==> src/rtl/ifmap_stream_pkg.sv <==
// Shared types and constants for the IFMap stream writer and its output queue.
package ifmap_stream_pkg;

  localparam int unsigned DATA_WIDTH = 16;
  localparam int unsigned EOR_BIT    = DATA_WIDTH;
  localparam int unsigned EOM_BIT    = DATA_WIDTH + 1;

  typedef struct packed {
    logic                  eom;
    logic                  eor;
    logic [DATA_WIDTH-1:0] pix;
  } fifo_word_t;

  typedef enum logic [1:0] {IDLE, FETCH, DRAIN, FINISH} state_t;

endpackage

==> src/rtl/stream_out_queue.sv <==
// Depth-entry circular queue with same-cycle enqueue and dequeue; head is registered storage.
module stream_out_queue #(
  parameter int unsigned Depth = 2,
  parameter int unsigned Width = 18,
  localparam int unsigned PtrW = (Depth > 1) ? $clog2(Depth) : 1,
  localparam int unsigned CntW = $clog2(Depth + 1)
) (
  input  logic            clk_i,
  input  logic            rst_ni,
  input  logic            enq_i,
  input  logic [Width-1:0] enq_data_i,
  input  logic            deq_i,
  output logic [Width-1:0] head_o,
  output logic            empty_o,
  output logic [CntW-1:0] count_o
);

  logic [Width-1:0] mem_q [Depth];
  logic [Width-1:0] mem_d [Depth];
  logic [PtrW-1:0]  wr_ptr_q, wr_ptr_d, rd_ptr_q, rd_ptr_d;
  logic [CntW-1:0]  count_q, count_d;
  logic             full, do_enq, do_deq;

  function automatic logic [PtrW-1:0] ptr_inc(input logic [PtrW-1:0] p);
    return (p == PtrW'(Depth - 1)) ? '0 : p + PtrW'(1);
  endfunction

  always_comb begin
    full     = (count_q == CntW'(Depth));
    do_deq   = deq_i && (count_q != '0);
    // A full queue still accepts a write when the head leaves in the same cycle.
    do_enq   = enq_i && (!full || do_deq);
    mem_d    = mem_q;
    wr_ptr_d = wr_ptr_q;
    rd_ptr_d = rd_ptr_q;
    if (do_enq) begin
      mem_d[wr_ptr_q] = enq_data_i;
      wr_ptr_d        = ptr_inc(wr_ptr_q);
    end
    if (do_deq) begin
      rd_ptr_d = ptr_inc(rd_ptr_q);
    end
    count_d = count_q + CntW'(do_enq) - CntW'(do_deq);
  end

  always_ff @(posedge clk_i) begin
    if (!rst_ni) begin
      wr_ptr_q <= '0;
      rd_ptr_q <= '0;
      count_q  <= '0;
    end else begin
      wr_ptr_q <= wr_ptr_d;
      rd_ptr_q <= rd_ptr_d;
      count_q  <= count_d;
    end
  end

  always_ff @(posedge clk_i) begin
    mem_q <= mem_d;
  end

  assign head_o  = mem_q[rd_ptr_q];
  assign empty_o = (count_q == '0);
  assign count_o = count_q;

endmodule

==> src/rtl/ifmap_stream_writer.sv <==
// Streams a row-major feature map from memory into the PE IFMap FIFO with row/map end tags.
// Optional ZERO_PAD_EN adds a 3-bit pad port framing each row with zero words.
module ifmap_stream_writer #(
  parameter int unsigned DATA_WIDTH = 16,
  parameter int unsigned ADDR_WIDTH = 16,
  parameter int unsigned LEN_SIZE   = 8,
  parameter int unsigned Q_DEPTH    = 2
) (
  input  logic                  clk,
  input  logic                  rstn,
  input  logic                  start,
  input  logic [ADDR_WIDTH-1:0] base_addr,
  input  logic [LEN_SIZE-1:0]   row_len,
  input  logic [LEN_SIZE-1:0]   row_count,
`ifdef ZERO_PAD_EN
  input  logic [2:0]            pad,
`endif
  output logic                  mem_ren,
  output logic [ADDR_WIDTH-1:0] mem_addr,
  input  logic [DATA_WIDTH-1:0] mem_rdata,
  input  logic                  fifo_ready,
  output logic                  fifo_wen,
  output logic [DATA_WIDTH+1:0] fifo_din,
  output logic                  busy,
  output logic                  done
);

  import ifmap_stream_pkg::*;

  localparam int unsigned FW   = DATA_WIDTH + 2;
  localparam int unsigned CntW = $clog2(Q_DEPTH + 1);
  localparam int unsigned OccW = CntW + 1;
  localparam int unsigned ColW = LEN_SIZE + 1;

  state_t                state_q, state_d;
  logic [ADDR_WIDTH-1:0] addr_q, addr_d;
  logic [LEN_SIZE-1:0]   row_len_q, row_len_d, row_count_q, row_count_d, row_q, row_d;
  logic [ColW-1:0]       col_q, col_d;
  logic                  pend_q, pend_d, pend_pad_q, pend_pad_d;
  logic                  pend_eor_q, pend_eor_d, pend_eom_q, pend_eom_d;
  logic [2:0]            pad_val;

  logic [ColW-1:0]       lead_end, pix_end, col_last;
  logic                  slot_pix, slot_eor, slot_eom;
  logic [OccW-1:0]       occ;
  logic                  can_issue, issue;

  logic [CntW-1:0]       q_count;
  logic                  q_empty;
  logic [FW-1:0]         q_head;
  logic [DATA_WIDTH-1:0] pix_in;

`ifdef ZERO_PAD_EN
  logic [2:0] pad_q, pad_d;
  assign pad_val = pad_q;
`else
  assign pad_val = 3'd0;
`endif

  // Column runs over the padded row: [0, pad) lead pad, then pixels, then trailing pad.
  always_comb begin
    lead_end  = ColW'(pad_val);
    pix_end   = lead_end + ColW'(row_len_q);
    col_last  = pix_end + ColW'(pad_val) - ColW'(1);
    slot_pix  = (col_q >= lead_end) && (col_q < pix_end);
    slot_eor  = (col_q == col_last);
    slot_eom  = slot_eor && (row_q == row_count_q - LEN_SIZE'(1));
    // Slots committed after this cycle; a head leaving now frees its slot immediately.
    occ       = OccW'(q_count) + OccW'(pend_q) - OccW'(fifo_wen);
    can_issue = (occ < OccW'(Q_DEPTH));
  end

  always_comb begin
    state_d     = state_q;
    addr_d      = addr_q;
    row_len_d   = row_len_q;
    row_count_d = row_count_q;
    row_d       = row_q;
    col_d       = col_q;
    issue       = 1'b0;
`ifdef ZERO_PAD_EN
    pad_d       = pad_q;
`endif
    case (state_q)
      IDLE: begin
        if (start) begin
          addr_d      = base_addr;
          row_len_d   = row_len;
          row_count_d = row_count;
          row_d       = '0;
          col_d       = '0;
`ifdef ZERO_PAD_EN
          pad_d       = pad;
`endif
          state_d     = ((row_len == '0) || (row_count == '0)) ? FINISH : FETCH;
        end
      end
      FETCH: begin
        if (can_issue) begin
          issue = 1'b1;
          if (slot_pix) begin
            addr_d = addr_q + ADDR_WIDTH'(1);
          end
          if (slot_eor) begin
            col_d = '0;
            row_d = row_q + LEN_SIZE'(1);
          end else begin
            col_d = col_q + ColW'(1);
          end
          if (slot_eom) begin
            state_d = DRAIN;
          end
        end
      end
      DRAIN: begin
        if (occ == '0) begin
          state_d = FINISH;
        end
      end
      FINISH: state_d = IDLE;
      default: state_d = IDLE;
    endcase
    pend_d     = issue;
    pend_pad_d = issue && !slot_pix;
    pend_eor_d = issue && slot_eor;
    pend_eom_d = issue && slot_eom;
  end

  always_ff @(posedge clk) begin
    if (!rstn) begin
      state_q     <= IDLE;
      addr_q      <= '0;
      row_len_q   <= '0;
      row_count_q <= '0;
      row_q       <= '0;
      col_q       <= '0;
      pend_q      <= 1'b0;
      pend_pad_q  <= 1'b0;
      pend_eor_q  <= 1'b0;
      pend_eom_q  <= 1'b0;
`ifdef ZERO_PAD_EN
      pad_q       <= '0;
`endif
    end else begin
      state_q     <= state_d;
      addr_q      <= addr_d;
      row_len_q   <= row_len_d;
      row_count_q <= row_count_d;
      row_q       <= row_d;
      col_q       <= col_d;
      pend_q      <= pend_d;
      pend_pad_q  <= pend_pad_d;
      pend_eor_q  <= pend_eor_d;
      pend_eom_q  <= pend_eom_d;
`ifdef ZERO_PAD_EN
      pad_q       <= pad_d;
`endif
    end
  end

  assign pix_in = pend_pad_q ? '0 : mem_rdata;

  stream_out_queue #(
    .Depth (Q_DEPTH),
    .Width (FW)
  ) u_queue (
    .clk_i      (clk),
    .rst_ni     (rstn),
    .enq_i      (pend_q),
    .enq_data_i ({pend_eom_q, pend_eor_q, pix_in}),
    .deq_i      (fifo_wen),
    .head_o     (q_head),
    .empty_o    (q_empty),
    .count_o    (q_count)
  );

  assign mem_ren  = issue && slot_pix;
  assign mem_addr = addr_q;
  assign fifo_wen = !q_empty && fifo_ready;
  assign fifo_din = q_empty ? '0 : q_head;
  assign busy     = (state_q == FETCH) || (state_q == DRAIN);
  assign done     = (state_q == FINISH);

endmodule
==> config.mk <==
export PLATFORM = sky130hd
export DESIGN_NAME = ifmap_stream_writer
export DESIGN_NICKNAME = d
export VERILOG_FILES = /design/src/rtl/ifmap_stream_pkg.sv /design/src/rtl/stream_out_queue.sv /design/src/rtl/ifmap_stream_writer.sv
export SDC_FILE = /design/constraint.sdc
export NUM_CORES = 1
export LEC_CHECK = 0
export ABC_AREA = 1
export CORE_AREA = 5 5 122 124
export CTS_CLUSTER_SIZE = 25
export DETAILED_ROUTE_END_ITERATION = 12
export DIE_AREA = 0 0 127 129
export PLACE_DENSITY_LB_ADDON = 0.2
export SYNTH_ARGS = -nofsm -noshare
export SYNTH_HDL_FRONTEND = slang
export SYNTH_SLANG_ARGS = --single-unit
==> constraint.sdc <==
create_clock -name clk -period 4.24 [get_ports clk]
set_clock_uncertainty 0.2 [all_clocks]
set_input_delay 0.636 -clock clk [delete_from_list [all_inputs] [get_ports clk]]
set_output_delay 0.636 -clock clk [all_outputs]
set_load 0.01 [all_outputs]
==> flow_summary.ini, run 1 <==
[run_status]
status = complete, no violations

[drt]
wire_per_inst_um = 13.3
drc = 0
wl_um = 12800
num_vias = 4690
routed_via_density = 4.89
first_pass_iters = 6
antenna_left = 0
drt-initial-drc-count = 223

[die]
initial_core_util = 0.379
die_y_um = 129
core_area_um2 = 13700
rows = 43
ios = 90
die_w_um = 127
dieArea_um2 = 16400

[setup_path]
path_buf_inv = 6
reg2regPathDepth = 14
cpMostUsedCell = inv_1
worstSetupEndpoint = mem_ren
cp.required_ns = 3.40
worstSetupStartpoint = fifo_ready
cp-start-kind = input port
critPathSlowestCell = clkdlybuf4s50_1
worst-setup-path-type = in -> out
rrSetupSlack_ns = 1.05
r2r_end = mem_addr[1]
slowest_delay_ns = 0.47
cp.arrival_ns = 2.91
end_kind = output pin
worst_path_dominant_cell_family = buffers and inverters
reg2reg_from = u_queue.count_o[1]
path_depth = 13
path_max_fanout = 2
path_cells = clkdlybuf4s50_1, inv_1, nor2_1, ha_1, inv_1, ha_1, fa_1, nor2_2, inv_1, nor2_1, inv_1, nor2_1, dlymetal6s2s_1

[sta]
finalHoldViolCount = 0
slew_headroom = 0.464
rsz0062_at_grt = false
tns_ns = 0
worst_pin_slew_ns = 0.802
report.final.slew_viol_count = 0
setup_viol = 0
max_freq_ghz = 0.267
fin_crit_sh = 0.884
setup_slack_ns = 0.492
fin_crit_ns = 3.75

[hold_path]
min_from = pend_eom_q
hold_class = reg -> reg

[grt]
grt_max_degree = 43
grt_pass1_wl_um = 21200
antenna_found_initial = 0
grt_pass1_vias = 4579
grt_overflow_total = 0
grt_usage = 0.158

[place]
place_ws_ns = 0.0788
place.gp.congestion = 0.841
dp.final_hpwl_um = 9510
port_buffers = 89

[clocking]
clkLatencyLatePin_ns = 0.35
clkSlewWorstSetupHoldPaths_ns = 0.07
cts_buffers = 9
htreeDepth = 3
clock_sinks = 95
cts_tree = built
cts_hold_repair.buffers = 0
cts_root_buf = clkbuf_16
postCtsSetupRepairBufs = 0
clock_path_buffers = 2

[yosys]
yosys_warnings = 0
synth_seq_cells = 95
syn_nets = 759
synth_flop_cell = dfxtp_1
synthArstFlopShare = 0
synth.distinct_cells = 36
synth_seq_area_share = 0.437
syn_area_per_cell_um2 = 7.55
synth_cells = 685
synth_edf_count = 36
syn_area_um2 = 5170

[layout]
final_common_cell = nand2_1
syn2layout_area_growth_pct = 26.9
diodes = 0
fill_cells = 1381
layout.nets = 848
drive_gt1_frac = 0.0436
final_cell_mix = 149 x nand2_1, 94 x nor2_1, 88 x clkdlybuf4s50_1

[run]
cap_viol_max_count = 0

[pwr]
p_leak_nw = 2.73
power_density_nw_per_um2 = 597
max-vdd-ir-drop_v = 0.000289
## cell families after synthesis
logic type      after synthesis  synth area share
xor+xnor                     31            0.0525
simple gates                301             0.240
compound gates              128             0.132
fa+ha+maj                    22            0.0546
buf+inv                     108            0.0837
flops                        95             0.437
## worst register-to-register path, stage by stage (launching register included)
cell      delay, ns
dfxtp_1        0.35
nor2_1         0.15
nor2_1         0.07
ha_1           0.27
inv_1          0.05
ha_1           0.20
fa_1           0.39
xnor2_1        0.15
nor2_2         0.11
o22ai_1        0.13
a21oi_4        0.30
nand2_4        0.16
clkinv_2       0.25
o21ai_0        0.17
o211a_1        0.14
## final cells by class
type                    instances  area [um2]  share of cell area
clock buffers                  10         239              0.0364
clock inverters                 6        61.3             0.00934
inverters                      86         324              0.0493
multi-input cells             482        2480               0.378
flip-flops and latches         95        2260               0.344
well taps                     180         225              0.0343
repair buffers                100         976               0.149
## repair_timing
| item | in CTS | in global routing |
|---|---|---|
| gates resized for setup | 0 | 1 |
| setup endpoints to repair | 0 | 1 |
| hold endpoints to repair | 0 | 0 |
## where the power goes
group          internal, mW  switching [mW]  leakage (nW)
sequential             1.13           0.157         0.815
combinational         0.754            1.08          1.78
clock                 0.428           0.370         0.144
total                  2.32            1.61          2.73
## per-layer routing
| metal | GRT usage | wire length [um] |
|---|---|---|
| met4 | 0.0555 | 188 |
| met5 | 0 | 0 |
| met2 | 0.272 | 6280 |
| met1 | 0.195 | 5640 |
| met3 | 0.0361 | 669 |
## synthesized netlist by cell type, types with 2 or more instances
cell	n	area share
buf_6	3	0.0065
nand3b_1	2	0.0029
nand4_1	10	0.012
xor2_1	22	0.037
ha_1	21	0.051
a22oi_1	2	0.0029
nor2_2	2	0.0024
dfxtp_1	59	0.23
nor4_1	5	0.0060
clkinv_1	2	0.0015
nor3b_1	2	0.0029
edfxtp_1	36	0.21
nor3_1	5	0.0048
nand2_1	149	0.11
a211oi_1	2	0.0029
clkbuf_1	14	0.010
nor2_1	94	0.068
or2_2	2	0.0024
a21oi_1	69	0.067
nand3_1	29	0.028
inv_1	83	0.060
o211a_1	2	0.0039
buf_2	3	0.0029
o21ai_0	46	0.044
buf_1	2	0.0015
xnor2_1	9	0.015
## worst min-delay path by stage
| stage | endpoint | depth (start not counted) | slack (ns) |
|---|---|---|---|
| 6_report | u_queue.mem_q[35] | 0 | 0.24 |
| 5_1_grt | u_queue.mem_q[16] | 0 | 0.27 |
| 4_1_cts | u_queue.mem_q[16] | 0 | 0.25 |
| 3_5_place_dp | u_queue.mem_q[16] | 0 | 0.23 |
| 3_3_place_gp | u_queue.mem_q[35] | 0 | 0.21 |
| 2_1_floorplan | u_queue.mem_q[16] | 0 | 0.20 |
## stage by stage
step / area (um2) / cells / util / hold slack (ns) / power (mW)
2_1_floorplan: 5170 / 685 / - / 0.204 / 2.48
3_5_place_dp: 6260 / 943 / 0.458 / 0.229 / 3.15
4_1_cts: 6570 / 959 / 0.480 / 0.247 / 3.97
6_report: 6570 / 959 / 0.481 / 0.241 / 3.92
3_3_place_gp: 6260 / 943 / 0.458 / 0.211 / 3.10
5_1_grt: 6570 / 959 / 0.481 / 0.267 / 4.24
## flip-flops by register name (all words and copies together) (netlist names), 2 cells and up
name	count
u_queue.mem_q	36
mem_addr	16
col_q	9
row_count_q	8
row_len_q	8
row_q	8
state_q	2
u_queue.count_o	2
Power figures use the tool's default switching activity.
==> run 2, diff against run 1 <==
- CTS_CLUSTER_DIAMETER: default -> 80
- DONT_BUFFER_PORTS: default -> 1
==> run 2 against run 1 <==
Effect of this change:
- via count shrank 8.1%
- worst setup slack lost 0.046 ns
- final cell count shrank 9.9%
- first-iteration DRC count shrank 34%
- critical path depth is the same
- critical path type is now reg -> out
- largest cell class unchanged
- largest power group unchanged
==> flow_summary.ini, run 2 (synthesis results as in run 1) <==
[sta]
rsz0062_at_grt = false
tns_ns = 0
report.final.slew_viol_count = 0
fin_crit_sh = 0.895
max_freq_ghz = 0.264
slew_headroom = 0.452
finalHoldViolCount = 0
setup_viol = 0
worst_pin_slew_ns = 0.820
fin_crit_ns = 3.79

[die]
core_area_um2 = 13700
die_w_um = 127
rows = 43
initial_core_util = 0.379
dieArea_um2 = 16400
die_y_um = 129
ios = 90

[setup_path]
end_kind = output pin
reg2regPathDepth = 13
slowest_delay_ns = 0.43
worst_path_dominant_cell_family = adder cells
cp.required_ns = 3.40
path_cells = nor2_1, buf_4, nor2_1, ha_1, inv_1, ha_1, fa_1, nor2_2, inv_1, nor2_1, inv_1, nor2_1, buf_4
path_max_fanout = 19
worst-setup-path-type = reg -> out
cpMostUsedCell = nor2_1
cp-start-kind = register
path_depth = 13
cp.arrival_ns = 2.96
path_buf_inv = 5
critPathSlowestCell = fa_1

[drt]
antenna_left = 0
num_vias = 4311
first_pass_iters = 4
drt-initial-drc-count = 148
wl_um = 11900
drc = 0
routed_via_density = 4.99
wire_per_inst_um = 13.8

[pwr]
p_leak_nw = 2.35
pwr-share-seq = 0.377
power_density_nw_per_um2 = 634
swShare = 0.437
clkPwrFrac = 0.227
switchingPower_mw = 1.56
max-vdd-ir-drop_v = 0.000223
power_frac_comb = 0.396
power.internal_mw = 2.01

[clocking]
postCtsSetupRepairBufs = 0
cts_resized = 0
htreeDepth = 3
clkLatencyLatePin_ns = 0.35
clock_sinks = 95
cts_hold_repair.buffers = 0
clock_path_buffers = 2
cts_buffers = 9
cts_root_buf = clkbuf_16
cts_tree = built
clkSlewWorstSetupHoldPaths_ns = 0.07

[layout]
largest_register_ffs = 36
syn2layout_area_growth_pct = 8.73
final_common_cell = nand2_1
fill_cells = 1429
regMostFlops = u_queue.mem_q
drive_gt1_frac = 0.0409
final_cell_mix = 149 x nand2_1, 94 x nor2_1, 83 x inv_1
layout.nets = 753
postLayoutCoreUtil = 0.412
diodes = 0

[run_status]
status = complete, no violations

[hold_path]
hold_depth = 2
hold_class = in -> reg

[place]
place.gp.congestion = 0.818
port_buffers = 0
dp.final_hpwl_um = 8790

[grt]
antenna_found_initial = 0
grt_pass1_vias = 4273
grt_overflow_total = 0
grt_pass1_wl_um = 20000
grt_max_degree = 43
grt_usage = 0.151

[run]
cap_viol_max_count = 0
==> run 2: changes by cell type in the layout (fill, tap and decap cells not counted) <==
cell / delta
buf_4: -6
clkbuf_8: -1
clkdlybuf4s50_1: -88
clkinv_4: -1
dlymetal6s2s_1: -1
inv_6: +1
inv_8: +1
==> run 2: area by class of cell <==
type | count | area (um2) | share of cell area
inverters | 86 | 324 | 0.0576
well taps | 180 | 225 | 0.0400
flip-flops and latches | 95 | 2260 | 0.402
clock buffers | 9 | 225 | 0.0400
repair buffers | 5 | 37.5 | 0.00667
multi-input cells | 482 | 2480 | 0.441
clock inverters | 7 | 72.6 | 0.0129
==> run 2: worst paths after layout <==
check                           from                  to  slack (ns)
setup / recovery  u_queue.count_o[1]             mem_ren        0.45
hold / removal                  rstn  u_queue.count_o[0]        0.20
setup reg to reg  u_queue.count_o[1]            row_q[1]        0.59
hold reg to reg           pend_eor_q   u_queue.mem_q[16]        0.24
==> run 2: through the flow <==
| step | setup WS [ns] | power (mW) | hold WS, ns | cell area, um2 | std cells |
|---|---|---|---|---|---|
| floorplan | 1.05 | 2.48 | 0.204 | 5170 | 685 |
| detailed placement | 0.594 | 2.78 | 0.223 | 5330 | 848 |
| global placement | 0.692 | 2.75 | 0.216 | 5330 | 848 |
| finish | 0.447 | 3.57 | 0.202 | 5630 | 864 |
| CTS | 0.419 | 3.61 | 0.180 | 5630 | 864 |
| global route | 0.168 | 3.89 | 0.201 | 5630 | 864 |
==> run 2: worst reg2reg max path, delay by kind of cell (launching register included) <==
| kind | cells | cell delay [ns] |
|---|---|---|
| AO/OA/AOI/OAI | 3 | 0.52 |
| buffers and inverters | 2 | 0.29 |
| adder cells (fa/ha/maj) | 3 | 0.89 |
| flip-flops | 1 | 0.40 |
| AND/OR/NAND/NOR | 5 | 1.23 |
==> run 2: per-layer routing <==
layer	track usage	share of wire	up-vias
met5	0	0	-
met4	0.0568	0.020	0
met3	0.0552	0.066	18
met2	0.251	0.48	83
met1	0.178	0.44	1989
li1	-	-	2221
==> run 2: power groups by stage <==
stage | combinational, mW | clock (mW) | sequential [mW]
after global routing | 1.64 | 0.874 | 1.38
after floorplan | 1.19 | 0 | 1.29
final | 1.41 | 0.810 | 1.34
after global placement | 1.39 | 0 | 1.36
after CTS | 1.43 | 0.836 | 1.34
after detailed placement | 1.42 | 0 | 1.36
